<file path="src/rtl/mem_arb_pkg.sv">
// mem_arb_pkg: shared types and constants for the memory port arbiter.
//   arb_state_t      - arbiter FSM state encoding (3 bits)
//   TIMEOUT_DEFAULT  - default watchdog limit in access cycles (0 = off)
package mem_arb_pkg;

  typedef enum logic [2:0] {
    IDLE   = 3'd0,
    I_ACC  = 3'd1,
    D_ACC  = 3'd2,
    I_DONE = 3'd3,
    D_DONE = 3'd4
  } arb_state_t;

  localparam int unsigned TIMEOUT_DEFAULT = 255;

endpackage

</file>
<file path="src/rtl/mem_port_arbiter_watchdog.sv">
// arb_watchdog: loadable down-counter that flags a memory access which has
// waited TIMEOUT cycles without completing.
//   clk, rst_n : clock, synchronous active-low reset
//   load       : reload the counter with TIMEOUT (access start)
//   clr        : force the counter to zero (no access in flight)
//   en         : count one access cycle
//   expired    : high during the TIMEOUT-th counted cycle; never high when
//                TIMEOUT is 0
module arb_watchdog #(
  parameter int unsigned TIMEOUT = 255
) (
  input  logic clk,
  input  logic rst_n,
  input  logic load,
  input  logic clr,
  input  logic en,
  output logic expired
);

  localparam int CNT_W = (TIMEOUT > 1) ? $clog2(TIMEOUT + 1) : 1;

  logic [CNT_W-1:0] count;

  always_ff @(posedge clk) begin
    if (!rst_n) begin
      count <= '0;
    end else if (load) begin
      count <= CNT_W'(TIMEOUT);
    end else if (clr) begin
      count <= '0;
    end else if (en && count != '0) begin
      count <= count - 1'b1;
    end
  end

  // The counter holds TIMEOUT in the first access cycle, so it reads 1 in
  // the TIMEOUT-th cycle; that is the cycle in which the access is aborted.
  generate
    if (TIMEOUT == 0) begin : g_off
      assign expired = 1'b0;
    end else begin : g_on
      assign expired = en && (count == CNT_W'(1));
    end
  endgenerate

endmodule

</file>
<file path="src/rtl/mem_port_arbiter.sv">
// mem_port_arbiter: shares one single-ported memory between the core's
// instruction-fetch and data-access sides. Data side has fixed priority.
// Each access: IDLE -> x_ACC (strobe held until mem_ready or watchdog)
// -> x_DONE (one cycle, matching stall low) -> IDLE.
//
// Handshake: the core holds x_req high and waits while x_stall is high;
// the single cycle with x_req=1 and x_stall=0 completes its access. Toward
// memory, mem_read/mem_write are held with a stable mem_addr/mem_wdata until
// a one-cycle mem_ready pulse; mem_rdata is sampled with that pulse.
//
// Ports:
//   clk, rst_n                      clock, synchronous active-low reset
//   i_req, i_addr                   fetch request / byte address
//   i_rdata, i_stall                fetched word (registered), fetch stall
//   d_req, d_wen, d_addr, d_wdata   data request, store flag, address, data
//   d_rdata, d_stall                load word (registered), data stall
//   mem_read, mem_write             level-held memory strobes
//   mem_addr, mem_wdata             memory word address / write data
//   mem_rdata, mem_ready            memory read data / completion pulse
//   err                             sticky watchdog timeout flag
//   dbg_state                       current FSM state
module mem_port_arbiter
  import mem_arb_pkg::*;
#(
  parameter int unsigned ADDR_W  = 30,
  parameter int unsigned TIMEOUT = TIMEOUT_DEFAULT
) (
  input  logic              clk,
  input  logic              rst_n,
  input  logic              i_req,
  input  logic [31:0]       i_addr,
  output logic [31:0]       i_rdata,
  output logic              i_stall,
  input  logic              d_req,
  input  logic              d_wen,
  input  logic [31:0]       d_addr,
  input  logic [31:0]       d_wdata,
  output logic [31:0]       d_rdata,
  output logic              d_stall,
  output logic              mem_read,
  output logic              mem_write,
  output logic [ADDR_W-1:0] mem_addr,
  output logic [31:0]       mem_wdata,
  input  logic [31:0]       mem_rdata,
  input  logic              mem_ready,
  output logic              err,
  output arb_state_t        dbg_state
);

  arb_state_t        state, state_nxt;
  logic              read_nxt, write_nxt;
  logic [ADDR_W-1:0] addr_nxt;
  logic [31:0]       wdata_nxt, i_rdata_nxt, d_rdata_nxt;
  logic              err_nxt;
  logic              wd_load, wd_clr, wd_en, wd_expired;

  // Byte-lane bits and bits above the word address are intentionally dropped.
  logic unused_addr_bits;
  assign unused_addr_bits = ^{i_addr, d_addr};

  arb_watchdog #(.TIMEOUT(TIMEOUT)) u_watchdog (
    .clk     (clk),
    .rst_n   (rst_n),
    .load    (wd_load),
    .clr     (wd_clr),
    .en      (wd_en),
    .expired (wd_expired)
  );

  always_ff @(posedge clk) begin
    if (!rst_n) begin
      state     <= IDLE;
      mem_read  <= 1'b0;
      mem_write <= 1'b0;
      mem_addr  <= '0;
      mem_wdata <= '0;
      i_rdata   <= '0;
      d_rdata   <= '0;
      err       <= 1'b0;
    end else begin
      state     <= state_nxt;
      mem_read  <= read_nxt;
      mem_write <= write_nxt;
      mem_addr  <= addr_nxt;
      mem_wdata <= wdata_nxt;
      i_rdata   <= i_rdata_nxt;
      d_rdata   <= d_rdata_nxt;
      err       <= err_nxt;
    end
  end

  always_comb begin
    state_nxt   = state;
    read_nxt    = mem_read;
    write_nxt   = mem_write;
    addr_nxt    = mem_addr;
    wdata_nxt   = mem_wdata;
    i_rdata_nxt = i_rdata;
    d_rdata_nxt = d_rdata;
    err_nxt     = err;
    wd_load     = 1'b0;
    wd_clr      = 1'b0;
    wd_en       = 1'b0;
    case (state)
      IDLE: begin
        wd_clr = 1'b1;
        // The data access belongs to an instruction already fetched, so it
        // must drain before the next fetch or the core would deadlock.
        if (d_req) begin
          state_nxt = D_ACC;
          addr_nxt  = d_addr[ADDR_W+1:2];
          wdata_nxt = d_wdata;
          read_nxt  = ~d_wen;
          write_nxt = d_wen;
          wd_load   = 1'b1;
        end else if (i_req) begin
          state_nxt = I_ACC;
          addr_nxt  = i_addr[ADDR_W+1:2];
          wdata_nxt = d_wdata;
          read_nxt  = 1'b1;
          write_nxt = 1'b0;
          wd_load   = 1'b1;
        end
      end
      I_ACC: begin
        wd_en = 1'b1;
        if (mem_ready) begin
          read_nxt    = 1'b0;
          write_nxt   = 1'b0;
          i_rdata_nxt = mem_rdata;
          state_nxt   = I_DONE;
        end else if (wd_expired) begin
          read_nxt  = 1'b0;
          write_nxt = 1'b0;
          err_nxt   = 1'b1;
          state_nxt = I_DONE;
        end
      end
      D_ACC: begin
        wd_en = 1'b1;
        if (mem_ready) begin
          read_nxt  = 1'b0;
          write_nxt = 1'b0;
          if (!mem_write) d_rdata_nxt = mem_rdata;
          state_nxt = D_DONE;
        end else if (wd_expired) begin
          read_nxt  = 1'b0;
          write_nxt = 1'b0;
          err_nxt   = 1'b1;
          state_nxt = D_DONE;
        end
      end
      I_DONE, D_DONE: begin
        wd_clr    = 1'b1;
        state_nxt = IDLE;
      end
      default: begin
        wd_clr    = 1'b1;
        read_nxt  = 1'b0;
        write_nxt = 1'b0;
        state_nxt = IDLE;
      end
    endcase
  end

  assign i_stall   = i_req & (state != I_DONE);
  assign d_stall   = d_req & (state != D_DONE);
  assign dbg_state = state;

endmodule

</file>
<file path="config.mk">
export PLATFORM = sky130hd
export DESIGN_NAME = mem_port_arbiter
export DESIGN_NICKNAME = d
export VERILOG_FILES = /design/src/rtl/mem_arb_pkg.sv /design/src/rtl/mem_port_arbiter_watchdog.sv /design/src/rtl/mem_port_arbiter.sv
export SDC_FILE = /design/constraint.sdc
export NUM_CORES = 1
export LEC_CHECK = 0
export BUFFER_PORTS_ARGS = -buffer_cell sky130_fd_sc_hd__buf_4
export CAP_MARGIN = 10
export CORE_MARGIN = 1.5
export CORE_UTILIZATION = 42
export CTS_CLUSTER_DIAMETER = 40
export DETAILED_ROUTE_END_ITERATION = 6
export PLACE_DENSITY = 0.77
export SLEW_MARGIN = 10
export SYNTH_ARGS = -nofsm -noshare
export SYNTH_HDL_FRONTEND = slang
export SYNTH_SLANG_ARGS = --single-unit
</file>
<file path="constraint.sdc">
create_clock -name clk -period 1.5 [get_ports clk]
set_clock_uncertainty 0.05 [all_clocks]
set_input_delay 0.3 -clock clk [delete_from_list [all_inputs] [get_ports clk]]
set_output_delay 0.3 -clock clk [all_outputs]
set_load 0.02 [all_outputs]
</file>
== Yosys cells after proc, flatten, opt, wreduce, memory -nomap -nowiden ==
Cells that the tools add are included.

* Divide/modulo/power cells: 0
* Reductions and logical operators: 13
* Bitwise gates (word level): 6
* Equal/unequal tests: 12
* Muxes and demuxes: 26
* Order comparisons: 0
* Shift-type cells: 0
* $mul: 0
* Add/sub/neg operators: 1

{| class="wikitable"
|+ Operators by type and width
! operator !! count
|-
| 2-to-1 mux 32 bit || 2
|-
| 2-to-1 mux 30 bit || 2
|-
| 2-to-1 mux 8 bit || 3
|-
| 2-to-1 mux 3 bit || 6
|-
| AND reduction 3 bit || 4
|-
| 2-to-1 mux 1 bit || 10
|-
| != test 3 x 2 -> 1 bit, second input constant || 3
|-
| case mux 3 bit (3 select lines) || 1
|-
| == test 8 x 1 -> 1 bit, second input constant || 1
|-
| nonzero test 8 bit || 1
|-
| subtractor 8 x 1 -> 8 bit, second input constant || 1
|-
| == test 3 x 2 -> 1 bit, second input constant || 2
|-
| != test 3 x 1 -> 1 bit, second input constant || 2
|-
| != test 3 bit, second input constant || 2
|-
| case mux 1 bit (3 select lines) || 2
|-
| inverter 1 bit || 4
|-
| AND reduction 2 bit || 2
|-
| OR reduction 2 bit || 2
|-
| == test 3 x 1 -> 1 bit, second input constant || 1
|-
| == test 3 bit, second input constant || 1
|-
| logical NOT 3 bit || 1
|-
| bitwise AND 1 bit || 2
|-
| logical AND 1 bit || 2
|-
| nonzero test 2 bit || 1
|}

* Bits in latches: 0
* Bits in read-only memories: 0
* Bits in writable memories: 0
* Input port bits: 134
* Bits in registers: 140
* Word-level logic and storage cells: 67
* Output and inout bits: 134
* Memories kept: 0

== Depth between registers and ports, before layout ==
Gate-level depths: netlist of the first run.

* Word-level depth: 7
* Depth in mapped cells: 7
* Gate-level depth less buffers: 6

== Hierarchy ==
From an unflattened synthesis of the first run, not the netlist that was laid out.

* Cells, all modules: 649
* Area total of the unflattened synthesis: 5729.2 sq um

{| class="wikitable"
|+ By module, submodules not included
! module !! sequential area each (sq um) !! cells an instance !! times used !! area each (sq um)
|-
| mem_port_arbiter || 2642.5 || 595 || 1 || 5281.3
|-
| arb_watchdog || 160.2 || 54 || 1 || 447.9
|}

== Least setup slack after synthesis of the first run ==
OpenSTA, ideal clock, no wires.

* Path kind: register to register
* From: register state[1] (netlist: dbg_state[1])
* To: register mem_wdata[22]
* Data arrival time: 1.375 ns
* Period minus slack after synthesis: 1.558 ns
* Path slack: -0.058 ns
* Library setup time: 0.132 ns
* Required time: 1.318 ns
* Cell stages (with the launch flop): 7
* Cells stage by stage: dfxtp_1 -> buf_6 -> or4_1 -> buf_2 -> buf_6 -> nand2_1 -> a21oi_1

* Longest elaborated chain between the ends: 2

{| class="wikitable"
|+ Ends and longest elaborated chain
! what !! line !! text
|-
| start, declared || mem_port_arbiter.sv:50 || <nowiki>arb_state_t state, state_nxt;</nowiki>
|-
| start signal, assigned || mem_port_arbiter.sv:81 || <nowiki>state <= state_nxt;</nowiki>
|-
| logical NOT 3 bit || mem_port_arbiter.sv:104 || <nowiki>case (state)</nowiki>
|-
| AND reduction 2 bit (no source line) || -- ||
|-
| end signal, assigned || mem_port_arbiter.sv:85 || <nowiki>mem_wdata <= wdata_nxt;</nowiki>
|-
| end, declared || mem_port_arbiter.sv:43 || <nowiki>output logic [31:0] mem_wdata,</nowiki>
|}

No other way between the ends.
A chain may end at the register's enable or synchronous reset.

== Worst setup path in the final report of the first run ==
* From: register state[0] (netlist: dbg_state[0])
* To: register mem_addr[10]

* Longest elaborated chain between the ends: 2

{| class="wikitable"
|+ Ends and longest elaborated chain
! what !! line !! text
|-
| logical NOT 3 bit || mem_port_arbiter.sv:104 ||
|-
| AND reduction 2 bit (no source line) || -- ||
|-
| end signal, assigned || mem_port_arbiter.sv:84 || <nowiki>mem_addr <= addr_nxt;</nowiki>
|-
| end, declared || mem_port_arbiter.sv:42 || <nowiki>output logic [ADDR_W-1:0] mem_addr,</nowiki>
|}

No other way between the ends.

==> summary.md, run 1 <==
| Metric | Value |
|---|---|
| Post-Syn Nets | 785 |
| Max Cap Viol | 0 |
| Nets | 1078 |
| Hold Violations, Final | 0 |
| F_max | 0.6260 GHz |
| CTS tree | built |
| Hpwl dp | 11130 um |
| Initial antenna violation count | 0 |
| CP Capture Type | flop |
| Root Buffer | clkbuf_16 |
| P_leak | 4.053 nW |
| Failing checks | negative setup slack |
| Placed insts | 1064 |
| Drt wl/cell | 16.32 um |
| # port buffers | 263 |
| Reg2Reg Depth | 7 |
| Worst EP required | 1740 ps |
| Antenna diodes | 0 |
| Critical Path Most Common Cell | buf_6 |
| Hold path cells | 3 |
| Die height | 117.7 um |
| Final wirelength | 18380 um |
| PwrDens | 1299 nW/um2 |
| Setup TNS | -3200 ps |
| Hold Path Class | input pin to flop |
| EDFF count, synth | 0 |
| First-pass GRT wire length | 26130 um |
| RSZ-0062 raised after global routing | yes |
| Placeable Area | 12720 um2 |
| Most frequent cells in the layout | buf_4 (285), nand2_1 (195), dfxtp_1 (135), a21oi_1 (85), nor2_1 (35) |
| Setup CP Type | flop to flop |
| Global route total overflow | 0 |
| Max_slew headroom | 0.7661 |
| RD Place Congestion | 0.8269 |
| Ports | 268 |
| Yosys Warn Count | 0 |
| # H-tree levels | 4 |
| Async SR Flop Fraction | 0 |
| Via count of the routed design | 5696 |
| Netlist cell types | 37 |
| DIE AREA | 13860 um2 |
| Mapped Area | 5528 um2 |
| Final setup viols | 75 |
| Crit path from | dbg_state[0] |
| 1st-pass router iterations | 5 |
| CP max stage delay | 350 ps |
| Area Growth Syn to Fin | 66.05% |
| Worst-path fanout max | 8 |
| Crit start category | flop |
| Critical path arrival | 1840 ps |
| FF+latch count, synth | 140 |
| Fin crit period | 1597 ps |
| Clock buffer depth | 2 |
| Num CTS Buffers | 17 |
| Commonest non-fill, non-tap cell in the layout | buf_4 |
| Cells after Synth | 648 |
| Peak VDD IR | 0.8447 mV |
| Row Count | 41 |
| Clk sink count | 140 |
| Starting density of the core | 0.4345 |
| Ys flop type | dfxtp_1 |
| Fin worst setup slack | -97.37 ps |
| Vias per cell | 5.059 |
| Worst-skew pair later-pin latency | 420 ps |
| Drt first-iter violations | 399 |
| Synthesized area per cell | 8.531 um2 |
| Worst r2r src | dbg_state[0] |
| Crit-path cells | buf_6 > nor4_4 > buf_6 > buf_12 > buf_8 > clkbuf_16 > a211oi_2 |
| Reg2reg setup slack | -100 ps |
| Slew @ Worst Pin | 347.6 ps |
| Die X | 117.7 um |
| Period utilization | 1.065 |
| CTS clock-pin slew for the worst setup and hold paths | 60 ps |
| Final Slew Violations | 0 |
| Slowest CP cell | dfxtp_4 |
| Pin count of the biggest net entering global routing | 59 |
| Sink of the worst hold path | mem_wdata[27] |
| Register area share after synthesis | 0.5070 |
| Layout cells sized above 1 | 0.4549 |
| Drc violations | 0 |
| Status | complete, but fails checks |
| Non-Filler Instances | 1126 |
| Hold Startpoint | d_wdata[27] |
| DRT antenna net count | 0 |
| Total track usage | 0.2366 |
| Capture point of the worst reg-to-reg path | mem_addr[10] |
| Vias in the first global route | 5276 |
layer usage:
layer,wire [um],vias to the layer above,global-route usage
li1,-,2772,-
met1,7219,2622,0.2738
met2,9369,271,0.4181
met3,1432,31,0.06444
met4,355,0,0.08460
met5,0,-,0
kinds of logic (layout without fill, tap and decap cells):
logic type | after synthesis | after routing | share of synthesized area
DFF | 140 | 140 | 0.5070
xor gates and xnor gates | 3 | 3 | 0.004754
muxes | 34 | 34 | 0.06179
adders and majority gates | 3 | 3 | 0.006791
AOI/OAI and AO/OA | 149 | 149 | 0.1695
and+or+nand+nor | 264 | 264 | 0.1940
buffers and inverters | 55 | 361 | 0.05613
Yosys cell counts (3+ instances only):
master,instances,share of area
nor4_1,4,0.0045
nand3_1,4,0.0036
ha_1,3,0.0068
a211oi_1,12,0.016
buf_6,6,0.012
a21oi_1,103,0.093
dfxtp_1,140,0.51
inv_1,6,0.0041
and3_1,3,0.0034
nor2_1,39,0.026
o21ai_0,9,0.0081
nor2b_1,4,0.0045
nand2_1,200,0.14
buf_4,12,0.016
a211oi_2,18,0.041
buf_2,11,0.010
clkbuf_1,20,0.014
mux2i_1,33,0.060
report_power, final:
part	total, W	switching (W)	internal [W]
logic	0.00329	0.00166	0.00162
registers	0.00428	0.000210	0.00407
clock network	0.00435	0.00163	0.00272
total	0.0119	0.00350	0.00842
what timing repair did:
| action | in CTS | in global routing |
|---|---|---|
| buffers inserted | 7 | 8 |
| gates resized for setup | 28 | 54 |
| pin swaps | 6 | 16 |
| cloned | 2 | 13 |
| hold endpoints to repair | 0 | 0 |
| endpoints found under the setup margin | 9 | 108 |
| hold buffers | 0 | 0 |
per-stage QoR:
| stage | utilization | area [um2] | hold slack, ps | total power (W) | setup slack [ps] |
|---|---|---|---|---|---|
| after floorplan | - | 5550 | 376.3 | 0.005848 | 2.891 |
| after global placement | 0.6127 | 7795 | 392.3 | 0.006910 | -37.93 |
| after detailed placement | 0.6127 | 7795 | 396.7 | 0.006953 | -121.8 |
| after CTS | 0.6762 | 8603 | 63.59 | 0.01147 | -112.9 |
| after global routing | 0.7215 | 9179 | 68.13 | 0.01243 | -161.2 |
| final | 0.7215 | 9179 | 79.26 | 0.01192 | -97.37 |
flip-flops by register name (all words and copies together) (netlist names), 3 cells and up:
name	count
d_rdata	32
dbg_state	3
mem_wdata	32
u_watchdog.count	8
i_rdata	32
mem_addr	30
critical path, delay by kind of cell (launching register included):
kind	cells	cell delay, ps
and+or+nand+nor	1	270
buffers and inverters	5	730
AOI/OAI and AO/OA	1	70
DFF	1	350
worst max path at each step:
| stage | endpoint | slack, ps | depth (start not counted) |
|---|---|---|---|
| floorplan | mem_addr[11] | 3 | 6 |
| global placement | mem_addr[27] | -40 | 7 |
| detailed placement | mem_addr[28] | -120 | 7 |
| CTS | i_stall | -110 | 4 |
| global route | mem_addr[10] | -160 | 7 |
| finish | mem_addr[10] | -100 | 7 |
final cells by class:
cell class	instances	area, um2
clock buffer	20	456.7
clock inverter	12	162.7
fill	938	3543
inverter	6	25.02
multi-input combinational	453	2633
sequential	140	2819
tap	172	215.2
timing repair buffer	323	2868
No activity file was read; power rests on OpenSTA's default activity.
==> run 2: changes to the inputs <==
- CORE_ASPECT_RATIO: unset -> 0.6
==> run 2 against run 1 <==
Net effect:
- the run still ends with negative setup slack left
- core utilization is 3.3 points higher
- fmax is 4.9% lower
- hold slack better by 10 ps
- sequential power is 1% higher
- sequential cell count stayed put
- clock power is 5.1% lower
- register-to-register slack worse by 80 ps
==> summary.md, run 2 (synthesis results as in run 1) <==
| Metric | Value |
|---|---|
| Period utilization | 1.120 (was 1.065) |
| Total track usage | 0.2222 (was 0.2366) |
| Global route total overflow | 0 (unchanged) |
| CP Capture Type | flop (unchanged) |
| Most frequent cells in the layout | buf_4 (285), nand2_1 (165), dfxtp_1 (136), a21oi_1 (65), a21oi_2 (38) (was buf_4 (285), nand2_1 (195), dfxtp_1 (135), a21oi_1 (85), nor2_1 (35)) |
| Starting density of the core | 0.4301 (was 0.4345) |
| Die X | 151.1 um (was 117.7 um) |
| Hold WS | 89.73 ps (was 79.26 ps) |
| Pin count of the biggest net entering global routing | 131 (was 59) |
| Failing checks | negative setup slack (unchanged) |
| Via count of the routed design | 5791 (was 5696) |
| Antenna diodes | 0 (unchanged) |
| Final Slew Violations | 0 (unchanged) |
| Vias in the first global route | 4988 (was 5276) |
| # H-tree levels | 4 (unchanged) |
| Commonest non-fill, non-tap cell in the layout | buf_4 (unchanged) |
| Placeable Area | 12850 um2 (was 12720 um2) |
| RSZ-0062 raised after global routing | yes (unchanged) |
| Hpwl dp | 10960 um (was 11130 um) |
| Critical path arrival | 1890 ps (was 1840 ps) |
| Finished Cell Area | 9691 um2 (was 9179 um2) |
| Hold Path Class | input pin to flop (unchanged) |
| 1st-pass router iterations | 4 (was 5) |
| Clk sink count | 140 (unchanged) |
| Slew @ Worst Pin | 768.0 ps (was 347.6 ps) |
| Worst-path fanout max | 16 (was 8) |
| Placed cell area | 7823 um2 (was 7795 um2) |
| Drc violations | 0 (unchanged) |
| Setup CP Type | flop to flop (unchanged) |
| Hold Violations, Final | 0 (unchanged) |
| Status | complete, but fails checks (unchanged) |
| CTS tree | built (unchanged) |
| Fin worst setup slack | -180.4 ps (was -97.37 ps) |
| Max_slew headroom | 0.4880 (was 0.7661) |
| Initial antenna violation count | 0 (unchanged) |
| # port buffers | 263 (unchanged) |
| Row Count | 32 (was 41) |
| Die height | 91.87 um (was 117.7 um) |
| P_leak | 4.308 nW (was 4.053 nW) |
| Root Buffer | clkbuf_16 (unchanged) |
| Biggest regs | d_rdata: 32 flops, i_rdata: 32 flops, mem_wdata: 32 flops (unchanged) |
| First-pass GRT wire length | 24470 um (was 26130 um) |
| Ports | 268 (unchanged) |
| Area Growth Syn to Fin | 75.31% (was 66.05%) |
| F_max | 0.5951 GHz (was 0.6260 GHz) |
| Pre-CTS setup slack | -4.022 ps (was -121.8 ps) |
| CTS clock-pin slew for the worst setup and hold paths | 70 ps (was 60 ps) |
| Drt first-iter violations | 278 (was 399) |
| Worst EP required | 1710 ps (was 1740 ps) |
| Vias per cell | 5.071 (was 5.059) |
| Nets | 1097 (was 1078) |
| Peak VDD IR | 0.7805 mV (was 0.8447 mV) |
| Final setup viols | 103 (was 75) |
| RD Place Congestion | 0.7875 (was 0.8269) |
| Num CTS Buffers | 17 (unchanged) |
| DRT antenna net count | 0 (unchanged) |
| Drt wl/cell | 17.10 um (was 16.32 um) |
| DIE AREA | 13880 um2 (was 13860 um2) |
| Max Cap Viol | 0 (unchanged) |
| Setup TNS | -10320 ps (was -3200 ps) |
| Layout cells sized above 1 | 0.5329 (was 0.4549) |
| # hold bufs at CTS | 0 (unchanged) |
| PwrDens | 1260 nW/um2 (was 1299 nW/um2) |
| Fin crit period | 1680 ps (was 1597 ps) |
| Clock buffer depth | 2 (unchanged) |
| Crit start category | flop (unchanged) |
| Final wirelength | 19520 um (was 18380 um) |
| Worst-skew pair later-pin latency | 400 ps (was 420 ps) |
run 2: worst paths after layout:
path / start / endpoint / slack, ps / depth (start not counted)
max: dbg_state[2] / mem_wdata[6] / -180 / 5
min reg2reg: i_rdata[16] / i_rdata[16] / 400 / 2
max reg2reg: dbg_state[2] / mem_wdata[6] / -180 / 5
min: d_wdata[13] / mem_wdata[13] / 90 / 3
run 2: through the flow:
stage | power (W) | cells | utilization
finish | 0.01221 | 1142 | 0.7540
floorplan | 0.005848 | 648 | -
global placement | 0.006962 | 1066 | 0.6086
detailed placement | 0.007002 | 1066 | 0.6086
CTS | 0.01118 | 1105 | 0.6646
global route | 0.01270 | 1142 | 0.7540
run 2: layout make-up:
type                    instances  area (um2)
inverters                       6       25.02
clock buffers                  17       425.4
fillers                       884        3162
flip-flops and latches        140        2815
multi-input cells             453        2947
clock inverters                14       152.6
well taps                     170       212.7
repair buffers                342        3113
run 2: metal layers:
metal,wire length [um],global-route usage,part of all wire
met5,0,0,0
met4,139,0.04935,0.0071
met3,1622,0.06766,0.083
met2,9388,0.3607,0.48
met1,8373,0.2900,0.43
run 2: where the power goes:
group / switching (W) / total (W) / internal [W]
registers: 0.000258 / 0.00433 / 0.00407
logic: 0.00186 / 0.00376 / 0.00190
clock network: 0.00179 / 0.00413 / 0.00234
run 2: timing repair:
action | CTS | global route
pin swaps | 8 | 60
gates cloned | 0 | 18
resized for setup | 24 | 159
setup buffers | 8 | 20
setup endpoints to repair | 7 | 140
run 2: worst max-delay path: stages, from the launching register on:
cell and delay [ps]:
dfxtp_4 350, buf_6 130, or4_4 620, clkbuf_16 220
nand2_1 90, a21oi_1 70
